--- config.mk ---
export PLATFORM = sky130hd
export DESIGN_NAME = bullet_controller
export DESIGN_NICKNAME = d
export VERILOG_FILES = /design/src/rtl/bullet_controller.sv
export SDC_FILE = /design/constraint.sdc
export NUM_CORES = 1
export LEC_CHECK = 0
export ABC_AREA = 0
export BUFFER_PORTS_ARGS = -buffer_cell sky130_fd_sc_hd__buf_2
export CORE_AREA = 2 2 91 93
export DETAILED_ROUTE_END_ITERATION = 8
export DIE_AREA = 0 0 93 95
export GPL_ROUTABILITY_DRIVEN = 1
export PLACE_DENSITY = 0.86
export SLEW_MARGIN = 25
export SYNTH_ARGS = -nofsm -noshare
export SYNTH_HDL_FRONTEND = slang
export SYNTH_SLANG_ARGS = --single-unit
--- constraint.sdc ---
create_clock -name frame_clk -period 5.1 [get_ports frame_clk]
set_input_delay 0.51 -clock frame_clk [delete_from_list [all_inputs] [get_ports frame_clk]]
set_output_delay 0.51 -clock frame_clk [all_outputs]
set_load 0.01 [all_outputs]
--- src/rtl/bullet_controller.sv ---
// bullet_controller
//   Per-tank bullet sequencer, advanced once per frame_clk rising edge.
//   A fire-button press launches a bullet from the tank centre along the
//   tank's facing. The bullet then moves BULLET_SPEED pixels per frame until
//   it hits a barrier, strikes the enemy tank, or would leave the play field.
//   A reload cooldown of COOLDOWN_FRAMES frames follows every despawn.
//
//   state    | meaning
//   ---------+--------------------------------------------------
//   IDLE     | no bullet; waiting for a fresh 0->1 on fire
//   FLYING   | bullet on screen, stepping along the latched dir
//   COOLDOWN | bullet despawned; reload timer counting down
//
// Ports
//   frame_clk          frame-rate clock
//   Reset              synchronous active-low reset
//   fire               fire button (level; rising edge fires)
//   dir                facing: 00 up, 01 down, 10 left, 11 right
//   TankX/TankY        own tank centre
//   EnemyX/EnemyY      enemy tank centre
//   Tank_Size          tank half-width for the hit test
//   barrier_collision  barrier checker's collision flag for this bullet
//   BulletX/BulletY    registered bullet centre
//   bullet_active      high while FLYING
//   enemy_hit          one-frame pulse on an enemy strike
//   state              00 IDLE, 01 FLYING, 10 COOLDOWN
module bullet_controller #(
  parameter int BULLET_SPEED    = 4,
  parameter int COOLDOWN_FRAMES = 30,
  parameter int X_MIN           = 0,
  parameter int X_MAX           = 639,
  parameter int Y_MIN           = 0,
  parameter int Y_MAX           = 479
) (
  input  logic       frame_clk,
  input  logic       Reset,
  input  logic       fire,
  input  logic [1:0] dir,
  input  logic [9:0] TankX,
  input  logic [9:0] TankY,
  input  logic [9:0] EnemyX,
  input  logic [9:0] EnemyY,
  input  logic [9:0] Tank_Size,
  input  logic       barrier_collision,
  output logic [9:0] BulletX,
  output logic [9:0] BulletY,
  output logic       bullet_active,
  output logic       enemy_hit,
  output logic [1:0] state
);

  localparam int CNT_W = (COOLDOWN_FRAMES > 1) ? $clog2(COOLDOWN_FRAMES) : 1;
  localparam logic [CNT_W-1:0] CNT_INIT = CNT_W'(COOLDOWN_FRAMES - 1);
  localparam logic [9:0]  SPEED10 = 10'(BULLET_SPEED);
  localparam logic [10:0] SPEED11 = 11'(BULLET_SPEED);

  typedef enum logic [1:0] {
    IDLE     = 2'b00,
    FLYING   = 2'b01,
    COOLDOWN = 2'b10
  } state_t;

  state_t           state_q, state_d;
  logic [9:0]       bx_d, by_d;
  logic [1:0]       dir_q, dir_d;
  logic [CNT_W-1:0] cnt_q, cnt_d;
  logic             fire_prev_q;
  logic             hit_d;
  logic             press;
  logic [9:0]       dx, dy;
  logic             hit_test;
  logic             out_of_bounds;

  assign press = fire & ~fire_prev_q;

  // Unsigned absolute differences: subtract the smaller from the larger.
  assign dx = (BulletX >= EnemyX) ? (BulletX - EnemyX) : (EnemyX - BulletX);
  assign dy = (BulletY >= EnemyY) ? (BulletY - EnemyY) : (EnemyY - BulletY);
  assign hit_test = (dx <= Tank_Size) && (dy <= Tank_Size);

  // Bounds test on the current position, widened to 11 bits so a step past
  // either edge is caught before any 10-bit wrap can happen.
  always_comb begin
    out_of_bounds = 1'b0;
    case (dir_q)
      2'b00: out_of_bounds = {1'b0, BulletY} < (11'(Y_MIN) + SPEED11);
      2'b01: out_of_bounds = ({1'b0, BulletY} + SPEED11) > 11'(Y_MAX);
      2'b10: out_of_bounds = {1'b0, BulletX} < (11'(X_MIN) + SPEED11);
      default: out_of_bounds = ({1'b0, BulletX} + SPEED11) > 11'(X_MAX);
    endcase
  end

  always_ff @(posedge frame_clk) begin
    if (!Reset) begin
      state_q     <= IDLE;
      BulletX     <= 10'd0;
      BulletY     <= 10'd0;
      dir_q       <= 2'b00;
      cnt_q       <= '0;
      enemy_hit   <= 1'b0;
      fire_prev_q <= 1'b1;   // a button held through reset must not fire
    end else begin
      state_q     <= state_d;
      BulletX     <= bx_d;
      BulletY     <= by_d;
      dir_q       <= dir_d;
      cnt_q       <= cnt_d;
      enemy_hit   <= hit_d;
      fire_prev_q <= fire;
    end
  end

  always_comb begin
    state_d = state_q;
    bx_d    = BulletX;
    by_d    = BulletY;
    dir_d   = dir_q;
    cnt_d   = cnt_q;
    hit_d   = 1'b0;
    case (state_q)
      IDLE: begin
        bx_d = 10'd0;
        by_d = 10'd0;
        if (press) begin
          state_d = FLYING;
          bx_d    = TankX;
          by_d    = TankY;
          dir_d   = dir;
        end
      end
      FLYING: begin
        if (barrier_collision || hit_test || out_of_bounds) begin
          state_d = COOLDOWN;
          bx_d    = 10'd0;
          by_d    = 10'd0;
          cnt_d   = CNT_INIT;
          // Barrier has priority: a simultaneous enemy overlap is not a hit.
          hit_d   = ~barrier_collision & hit_test;
        end else begin
          case (dir_q)
            2'b00:   by_d = BulletY - SPEED10;
            2'b01:   by_d = BulletY + SPEED10;
            2'b10:   bx_d = BulletX - SPEED10;
            default: bx_d = BulletX + SPEED10;
          endcase
        end
      end
      COOLDOWN: begin
        if (cnt_q == '0) state_d = IDLE;
        else             cnt_d   = cnt_q - 1'b1;
      end
      default: state_d = IDLE;
    endcase
  end

  assign bullet_active = (state_q == FLYING);
  assign state         = state_q;

endmodule

Yosys cells after proc, flatten, opt, wreduce, memory -nomap -nowiden:

Cells that the tools add are included.

* register bits after elaboration: 31
* bits in latches: 0
* RAM bits: 0
* ROM bits: 0
* input port bits: 56
* output and inout bits: 24
* word-level logic and storage cells: 73
* memories kept: 0

* add/sub/neg operators: 11
* $mul: 0
* divide/modulo/power cells: 0
* order comparisons: 8
* equality and inequality tests: 10
* shift operators: 0
* muxes and demuxes: 18
* bitwise gates (word level): 4
* reduce and logical (&&, ||, !) cells: 15

Operators by type and width (count)
* case mux 10 bit (2 select lines): 4
* 2-to-1 mux 10 bit: 6
* subtractor 10 bit: 4
* adder 10 x 3 -> 11 bit (second input constant): 2
* adder 10 x 3 -> 10 bit (second input constant): 2
* >= comparator 10 bit: 2
* less-or-equal comparator 10 bit: 2
* < comparator 10 x 3 -> 1 bit (second input constant): 2
* subtractor 10 x 3 -> 10 bit (second input constant): 2
* greater-than comparator 11 x 10 -> 1 bit (second input constant): 1
* greater-than comparator 11 x 9 -> 1 bit (second input constant): 1
* 2-to-1 mux 5 bit: 2
* case mux 5 bit (2 select lines): 1
* AND reduction 3 bit: 3
* 2-to-1 mux 2 bit: 3
* != test 2 bit (second input constant): 3
* case mux 2 bit (3 select lines): 1
* AND reduction 2 bit: 3
* zero test 5 bit: 1
* subtractor 5 x 1 -> 5 bit (second input constant): 1
* == test 2 x 1 -> 1 bit (second input constant): 2
* == test 2 bit (second input constant): 2
* zero test 2 bit: 2
* != test 4 x 1 -> 1 bit (second input constant): 1
* 9 further kinds: 13

Longest topological paths before layout:

Gate-level depths: netlist of run 1.

* depth in word-level cells: 8
* gate-level depth with buffers: 24
* depth with buffers taken out: 22

Least setup slack after synthesis of run 1:

Ideal clock, no wire load.

* path type: input port to flip-flop
* from: input port EnemyX[0]
* to: register BulletY[6]
* arrival: 4.426 ns
* slack: 0.586 ns
* cell stages on the path: 21
* path through: ha_1 > inv_1 > fa_1 > a21oi_1 > a21o_1 > a32oi_4 > a31oi_4 > buf_2 > mux2i_1 > o221ai_1 > a21oi_1 > xnor2_1 > ha_1 > nand3_1 > a211oi_1 > a211oi_1 > o32ai_2 > nand3_1 > buf_2 > o21a_1 > nor4b_2

* longest elaborated chain between the ends: 8
* elaborated cells between the ends (all ways): 12
* classes of those cells: 2 x add/sub; 2 x order compare; 1 x eq/ne; 3 x mux; 4 x reduce/logical

RTL lines
* start, declared: RTL line 41 `input logic [9:0] EnemyX,`
* subtractor 10 bit / >= comparator 10 bit (equally long branches): RTL line 77 `assign dx = (BulletX >= EnemyX) ? (BulletX - EnemyX) : (EnemyX - BulletX);`
* 2-to-1 mux 10 bit *: RTL line 77
* less-or-equal comparator 10 bit *: RTL line 79 `assign hit_test = (dx <= Tank_Size) && (dy <= Tank_Size);`
* logical AND 1 bit *: RTL line 79
* logical OR 1 bit * (2 in a row): RTL line 132 `if (barrier_collision || hit_test || out_of_bounds) begin`
* != test 4 x 1 -> 1 bit (no line) / 2-to-1 mux 10 bit (equally long branches)
* AND reduction 2 bit (no line) / case mux 10 bit (2 select lines) (equally long branches)
* end signal, assigned: RTL line 105 `BulletY <= by_d;`
* end, declared: RTL line 46 `output logic [9:0] BulletY,`

Mark *: on every way between the ends. The rest lies on a longest branch, timed or not.
A chain may end at the register's enable or synchronous reset.

Final worst setup path of run 1:

* from: register BulletX[0]
* to: register BulletY[4]

* longest elaborated chain between the ends: 8
* elaborated cells between the ends (all ways): 16
* classes of those cells: 3 x add/sub; 4 x order compare; 1 x eq/ne; 4 x mux; 4 x reduce/logical

RTL lines
* start, declared: RTL line 45 `output logic [9:0] BulletX,`
* start signal, assigned: RTL line 96 `BulletX <= 10'd0;`
* start signal, assigned: RTL line 104 `BulletX <= bx_d;`
* subtractor 10 bit / >= comparator 10 bit (equally long branches): RTL line 77
* 2-to-1 mux 10 bit: RTL line 77
* less-or-equal comparator 10 bit: RTL line 79
* logical AND 1 bit: RTL line 79
* logical OR 1 bit: RTL line 132
* logical OR 1 bit *: RTL line 132
* != test 4 x 1 -> 1 bit (no line) / 2-to-1 mux 10 bit (equally long branches)
* AND reduction 2 bit (no line) / case mux 10 bit (2 select lines) (equally long branches)

Marked as above.

==> impl_metrics.env, run 1 <==
export IMPL_cts_hold_buf=0
export IMPL_critPathArrivalTime_ns=5.06
export IMPL_synth_most_common_cell="ha_1"
export IMPL_endpoint_kind="register"
export IMPL_cts_sinks=31
export IMPL_synth_area_leaders="ha_1 (19%), dfxtp_1 (14%), inv_1 (5.2%)"
export IMPL_drtIter0Drc=269
export IMPL_dp_hpwl_um=9984
export IMPL_crit_required_ns=5.28
export IMPL_synth_simple_area_share_pct=21.41
export IMPL_skew_ns=0.005797
export IMPL_grt_pass1_vias=4292
export IMPL_wire_per_inst_um=16.81
export IMPL_nFillCells=699
export IMPL_period_share_pct=95.64
export IMPL_path_common_cell="buf_4"
export IMPL_synthXorXnorAreaFrac_pct=5.127
export IMPL_clock_root_buffer="clkbuf_8"
export IMPL_vias=4669
export IMPL_period_needed_ns=4.877
export IMPL_grt_overflow=0
export IMPL_path_buf_inv=5
export IMPL_multiInputGateArea_um2=3462
export IMPL_tightestPinTransition_ns=0.7461
export IMPL_crit_type="reg2reg"
export IMPL_cts_buffers=5
export IMPL_start_util_pct=56.03
export IMPL_max_cap_violations=0
export IMPL_yosysUniqueCellTypes=75
export IMPL_dpl_cell_count=742
export IMPL_status="complete, no violations"
export IMPL_h_tree_depth=2
export IMPL_cts_tree="yes"
export IMPL_whs_ns=0.4146
export IMPL_drtAntennaViolNets=0
export IMPL_hold_path_class="in2reg"
export IMPL_ios=80
export IMPL_seq_area_um2=620.6
export IMPL_wl_um=12710
export IMPL_drtPass1Iterations=5
export IMPL_yosysTopAreaCell="ha_1"
export IMPL_fmaxAchievable_ghz=0.2050
export IMPL_yosysWarnings=0
export IMPL_setup_viol=0
export IMPL_io_buffers=79
export IMPL_synthToLayoutAreaGrowth_pct=14.28
export IMPL_worst_path_stages=22
export IMPL_startpoint_type="register"
export IMPL_gp_congestion=0.9429
export IMPL_max_stage_delay_ns=0.40
export IMPL_critPathTopFamily="compound AO/OA/AOI/OAI gates"
export IMPL_synth_compound_area_share_pct=26.54
export IMPL_grt_pass1_wl_um=20370
export IMPL_ir_worst_vdd_mv=0.1509
export IMPL_die_height_um=95
export IMPL_clk_pin_slew_ns=0.07
export IMPL_slew_violations=0
export IMPL_synth_top_area_share_pct=18.59
export IMPL_crit_chain="inv_1 > ha_1 > inv_1 > fa_1 > a21oi_2 > a21o_1 > a32oi_4 > a31oi_4 > buf_4 > mux2_2 > or4_1 > nand3_1 > nor4_2 > ha_1 > a211o_1 > a211oi_2 > o32a_1 > nor3_4 > buf_4 > buf_4 > a221oi_1 > nor2_1"
export IMPL_clockBufferDepth=2
export IMPL_muxShareOfSynthArea_pct=4.225
export IMPL_rr_worst_depth=22
export IMPL_core_area_um2=7928
export IMPL_nets=777
export IMPL_antenna_found_initial=0
export IMPL_fin_tns_setup_ns=0
export IMPL_rr_startpoint="BulletX[0]"
export IMPL_drc=0
export IMPL_diodes=0
export IMPL_synth_adder_area_share_pct=20.39
export IMPL_leakage_nw=2.430
export IMPL_timing_rr_end="BulletY[4]"
export IMPL_crit_end="BulletY[4]"
export IMPL_dieArea_um2=8835
export IMPL_clk_latency_ns=0.29
export IMPL_pre_cts_ws_ns=-0.05695
export IMPL_crit_start="BulletX[0]"
export IMPL_synth_flop_cell="dfxtp_1"
export IMPL_syn_avg_cell_area_um2=7.752
export IMPL_final_util_pct=64.03
export IMPL_layoutNonFillerInstCount=756
export IMPL_worst_path_max_fanout=5
export IMPL_syn_num_nets=699
export IMPL_r2r_slack_ns=0.22
export IMPL_rows=33
export IMPL_via_per_inst=6.176
export IMPL_setup_ws_ns=0.2226
export IMPL_rsz0062_at_grt="yes"
export IMPL_grt_max_degree=38
export IMPL_synth_seq_cells=31
export IMPL_critical_path_slowest_cell="fa_1"
export IMPL_syn_area_um2=4442
export IMPL_synth_common_cells="ha_1 (66), inv_1 (62), nand2_1 (43)"
export IMPL_synth_edf_count=0
export IMPL_synth_top_family_by_area="compound AO/OA/AOI/OAI gates"
export IMPL_slew_headroom_pct=50.19
export IMPL_layout_drive_gt1_share_pct=20.74
export IMPL_power_density_nw_per_um2=170.0
export IMPL_grtUsageTotal_pct=28.29
export IMPL_seq_area_frac_synth_pct=13.97
export IMPL_synthArstFlopShare_pct=0
export IMPL_hold_viol_final=0
export IMPL_die_w_um=93
export IMPL_synthCells=573
## through the flow
step | instance area, µm² | total power, mW
after floorplan | 4442 | 0.5474
final | 5076 | 0.8630
after global placement | 4925 | 0.6324
after detailed placement | 4925 | 0.6466
after global routing | 5076 | 0.9139
after CTS | 5012 | 0.8483
## cells by family after synthesis
kind of cell	Yosys count
AO/OA/AOI/OAI	162
XOR/XNOR	26
adder cells (fa/ha/maj)	70
buffers and inverters	90
flip-flops	31
multiplexers	18
AND/OR/NAND/NOR	176
## worst reg2reg max path, stage by stage (launching register included)
cell	delay, ns
dfxtp_1	0.32
inv_1	0.13
ha_1	0.19
inv_1	0.07
fa_1	0.40
a21oi_2	0.20
a21o_1	0.17
a32oi_4	0.14
a31oi_4	0.27
buf_4	0.17
mux2_2	0.36
or4_1	0.40
nand3_1	0.10
nor4_2	0.06
ha_1	0.21
a211o_1	0.31
a211oi_2	0.28
o32a_1	0.31
nor3_4	0.06
buf_4	0.16
buf_4	0.14
a221oi_1	0.25
nor2_1	0.07
## flip-flops by register name, summed over array words and instances, names as in the netlist
signal       cells
fire_prev_q      1
BulletX         10
enemy_hit        1
state            2
cnt_q            5
BulletY         10
dir_q            2
## final cells by class
cell class | instances | share of cell area (%)
clock buffers | 6 | 1.627
clock inverters | 1 | 0.09859
inverters | 63 | 4.659
multi-input cells | 452 | 68.20
flip-flops and latches | 31 | 12.23
well taps | 105 | 2.588
repair buffers | 98 | 10.60
## metal layers
layer	share of wire [%]	vias to the layer above	track usage [%]
met5	0	-	0
li1	-	2238	-
met1	43	2176	38.72
met2	48	234	47.83
met4	1.8	0	7.843
met3	7.4	21	2.474
## cells in the final DEF (no fill, tap or decap), types with 3 or more instances in the layout
cell,count
buf_2,79
ha_1,66
inv_1,62
nand2_1,43
a21oi_1,41
dfxtp_1,31
nor2_1,30
nand3_1,26
xnor2_1,20
o21ai_0,19
buf_4,19
nor3_1,15
a21o_1,14
mux2i_1,12
o21a_1,10
nor2b_1,9
nand2b_1,7
o31ai_1,7
nor4_1,7
a22oi_1,7
mux2_2,6
a31oi_1,6
xor2_1,6
clkbuf_8,6
o211ai_1,5
a211oi_1,5
nand4_1,5
nand3b_1,5
o211a_1,5
o21bai_1,4
o2111ai_1,4
fa_1,4
and3_1,3
or4_1,3
a211o_1,3
and2_1,3
## power by group
group	switching (mW)	total (mW)	internal, mW	leakage [nW]
Sequential	0.0157	0.266	0.250	0.251
Clock	0.0989	0.205	0.106	0.0470
Combinational	0.218	0.392	0.174	2.13
Total	0.333	0.863	0.530	2.43
## worst min-delay path by stage
| stage | start | to | slack (ns) | depth (start not counted) |
|---|---|---|---|---|
| 5_1_grt | fire | fire_prev_q | 0.43 | 2 |
| 6_report | fire | fire_prev_q | 0.41 | 2 |
| 3_3_place_gp | cnt_q[4] | cnt_q[4] | 0.47 | 2 |
| 4_1_cts | fire | fire_prev_q | 0.42 | 2 |
| 3_5_place_dp | cnt_q[4] | cnt_q[4] | 0.47 | 2 |
| 2_1_floorplan | cnt_q[4] | cnt_q[4] | 0.45 | 2 |
## repair_timing
action                                  in CTS  in global routing
setup buffers                                0                  7
gates resized for setup                      0                  3
endpoints found under the setup margin       0                 23
(Power assumes the default switching activity.)
==> run 2: changes to the inputs <==
CORE_AREA = 5 5 94 96   (was 2 2 91 93)
DIE_AREA = 0 0 99 101   (was 0 0 93 95)
==> impl_metrics.env, run 2 (synthesis results as in run 1) <==
export IMPL_status="complete, no violations"
export IMPL_hold_path_depth=2
export IMPL_rows=33
export IMPL_dp_hpwl_um=10130
export IMPL_slew_headroom_pct=47.72
export IMPL_seq_area_um2=620.6
export IMPL_grt_pass1_vias=4395
export IMPL_period_needed_ns=4.863
export IMPL_hp_start="fire"
export IMPL_power_frac_comb_pct=45.0
export IMPL_fin_tns_setup_ns=0
export IMPL_p_seq_share_pct=30.0
export IMPL_h_tree_depth=2
export IMPL_die_w_um=99
export IMPL_drtPass1Iterations=5
export IMPL_diodes=0
export IMPL_ir_worst_vdd_mv=0.1827
export IMPL_rr_startpoint="BulletX[0]"
export IMPL_clockBufferDepth=2
export IMPL_setup_viol=0
export IMPL_gp_congestion=0.9409
export IMPL_swShare_pct=38.19
export IMPL_drc=0
export IMPL_leakage_nw=2.428
export IMPL_startpoint_type="register"
export IMPL_dieArea_um2=9999
export IMPL_timing_rr_end="BulletY[5]"
export IMPL_whs_endpoint="fire_prev_q"
export IMPL_wire_per_inst_um=17.09
export IMPL_final_util_pct=64.20
export IMPL_hold_viol_final=0
export IMPL_ios=80
export IMPL_pwr_share_clk_pct=25.0
export IMPL_grt_pass1_wl_um=20690
export IMPL_crit_start="BulletX[0]"
export IMPL_via_per_inst=6.187
export IMPL_crit_required_ns=5.30
export IMPL_power_switching_mw=0.3398
export IMPL_grtUsageTotal_pct=24.94
export IMPL_layoutNonFillerInstCount=753
export IMPL_p_total_mw=0.8897
export IMPL_hold_path_class="in2reg"
export IMPL_clk_pin_slew_ns=0.07
export IMPL_drtAntennaViolNets=0
export IMPL_crit_type="reg2reg"
export IMPL_critPathArrivalTime_ns=5.06
export IMPL_cts_sinks=31
export IMPL_dpl_cell_count=743
export IMPL_grt_max_degree=38
export IMPL_multiInputGateArea_um2=3503
export IMPL_layout_drive_gt1_share_pct=21.14
export IMPL_setup_ws_ns=0.2369
export IMPL_synthToLayoutAreaGrowth_pct=15.18
export IMPL_clock_root_buffer="clkbuf_8"
export IMPL_cts_buffers=5
export IMPL_wl_um=12870
export IMPL_whs_ns=0.4134
export IMPL_drtIter0Drc=294
export IMPL_rsz0062_at_grt="yes"
export IMPL_top_regs="BulletX (10), BulletY (10), cnt_q (5)"
export IMPL_internal_power_mw=0.5499
export IMPL_mostFrequentLayoutCell="buf_2"
export IMPL_start_util_pct=55.74
export IMPL_grt_overflow=0
export IMPL_place_area_um2=4932
export IMPL_tightestPinTransition_ns=0.7831
export IMPL_die_height_um=101
export IMPL_fmaxAchievable_ghz=0.2056
export IMPL_clk_latency_ns=0.30
export IMPL_period_share_pct=95.35
export IMPL_final_area_um2=5116
export IMPL_worst_path_max_fanout=7
export IMPL_r2r_slack_ns=0.24
export IMPL_power_density_nw_per_um2=173.9
export IMPL_nFillCells=678
export IMPL_vias=4659
export IMPL_skew_ns=0.007978
export IMPL_pre_cts_ws_ns=0.03879
export IMPL_nets=773
export IMPL_rr_worst_depth=23
export IMPL_antenna_found_initial=0
export IMPL_layout_common_cells="buf_2 (79), ha_1 (66), inv_1 (62)"
export IMPL_cts_tree="yes"
export IMPL_max_cap_violations=0
export IMPL_endpoint_kind="register"
export IMPL_io_buffers=79
export IMPL_slew_violations=0
export IMPL_core_area_um2=7969
## run 2: what timing repair did
item                       CTS  global route
hold buffers                 0             0
resized for setup            0            11
buffers inserted             0             2
hold endpoints to repair     0             0
setup endpoints to repair    0            26
## run 2: worst max-delay path by stage
| stage | slack, ns | end | depth (start not counted) |
|---|---|---|---|
| floorplan | 0.59 | BulletY[6] | 21 |
| global placement | 0.24 | BulletY[9] | 21 |
| detailed placement | 0.04 | BulletY[9] | 21 |
| CTS | 0.11 | BulletY[9] | 21 |
| global route | -0.08 | BulletY[5] | 23 |
| finish | 0.24 | BulletY[5] | 23 |
## run 2: layout make-up
class,instances,share of cell area (%)
Clock buffer,8,1.956
Inverter,63,4.622
Multi-Input combinational cell,452,68.48
Sequential cell,31,12.13
Tap cell,105,2.568
Timing Repair Buffer,94,10.25
## run 2: worst max-delay path, cell delays in order (launching register included)
cell	delay, ns
dfxtp_1	0.34
inv_1	0.16
ha_1	0.17
inv_1	0.05
fa_1	0.40
a21oi_2	0.19
a21o_1	0.17
a32oi_4	0.14
a31oi_4	0.24
buf_12	0.15
buf_4	0.14
mux2i_1	0.26
o221ai_1	0.17
a21oi_1	0.20
xnor2_1	0.09
ha_1	0.32
nand3_1	0.15
a211oi_2	0.23
a211oi_2	0.09
o32a_1	0.36
nor3_4	0.22
buf_4	0.20
a211oi_1	0.08
o211a_1	0.24
## run 2: per-layer routing
layer  share of wire [%]  track usage, %  up-vias
li1                    -               -     2228
met1                  43           32.98     2196
met2                  48           42.56      208
met3                 7.3           3.460       27
met4                 2.1           6.618        0
met5                   0               0        -
## run 2: power groups by stage
stage | logic (mW) | clock network [mW] | registers, mW
after floorplan | 0.281 | 0 | 0.266
after global placement | 0.360 | 0 | 0.271
after detailed placement | 0.375 | 0 | 0.271
after CTS | 0.376 | 0.223 | 0.266
after global routing | 0.441 | 0.238 | 0.268
final | 0.401 | 0.222 | 0.267
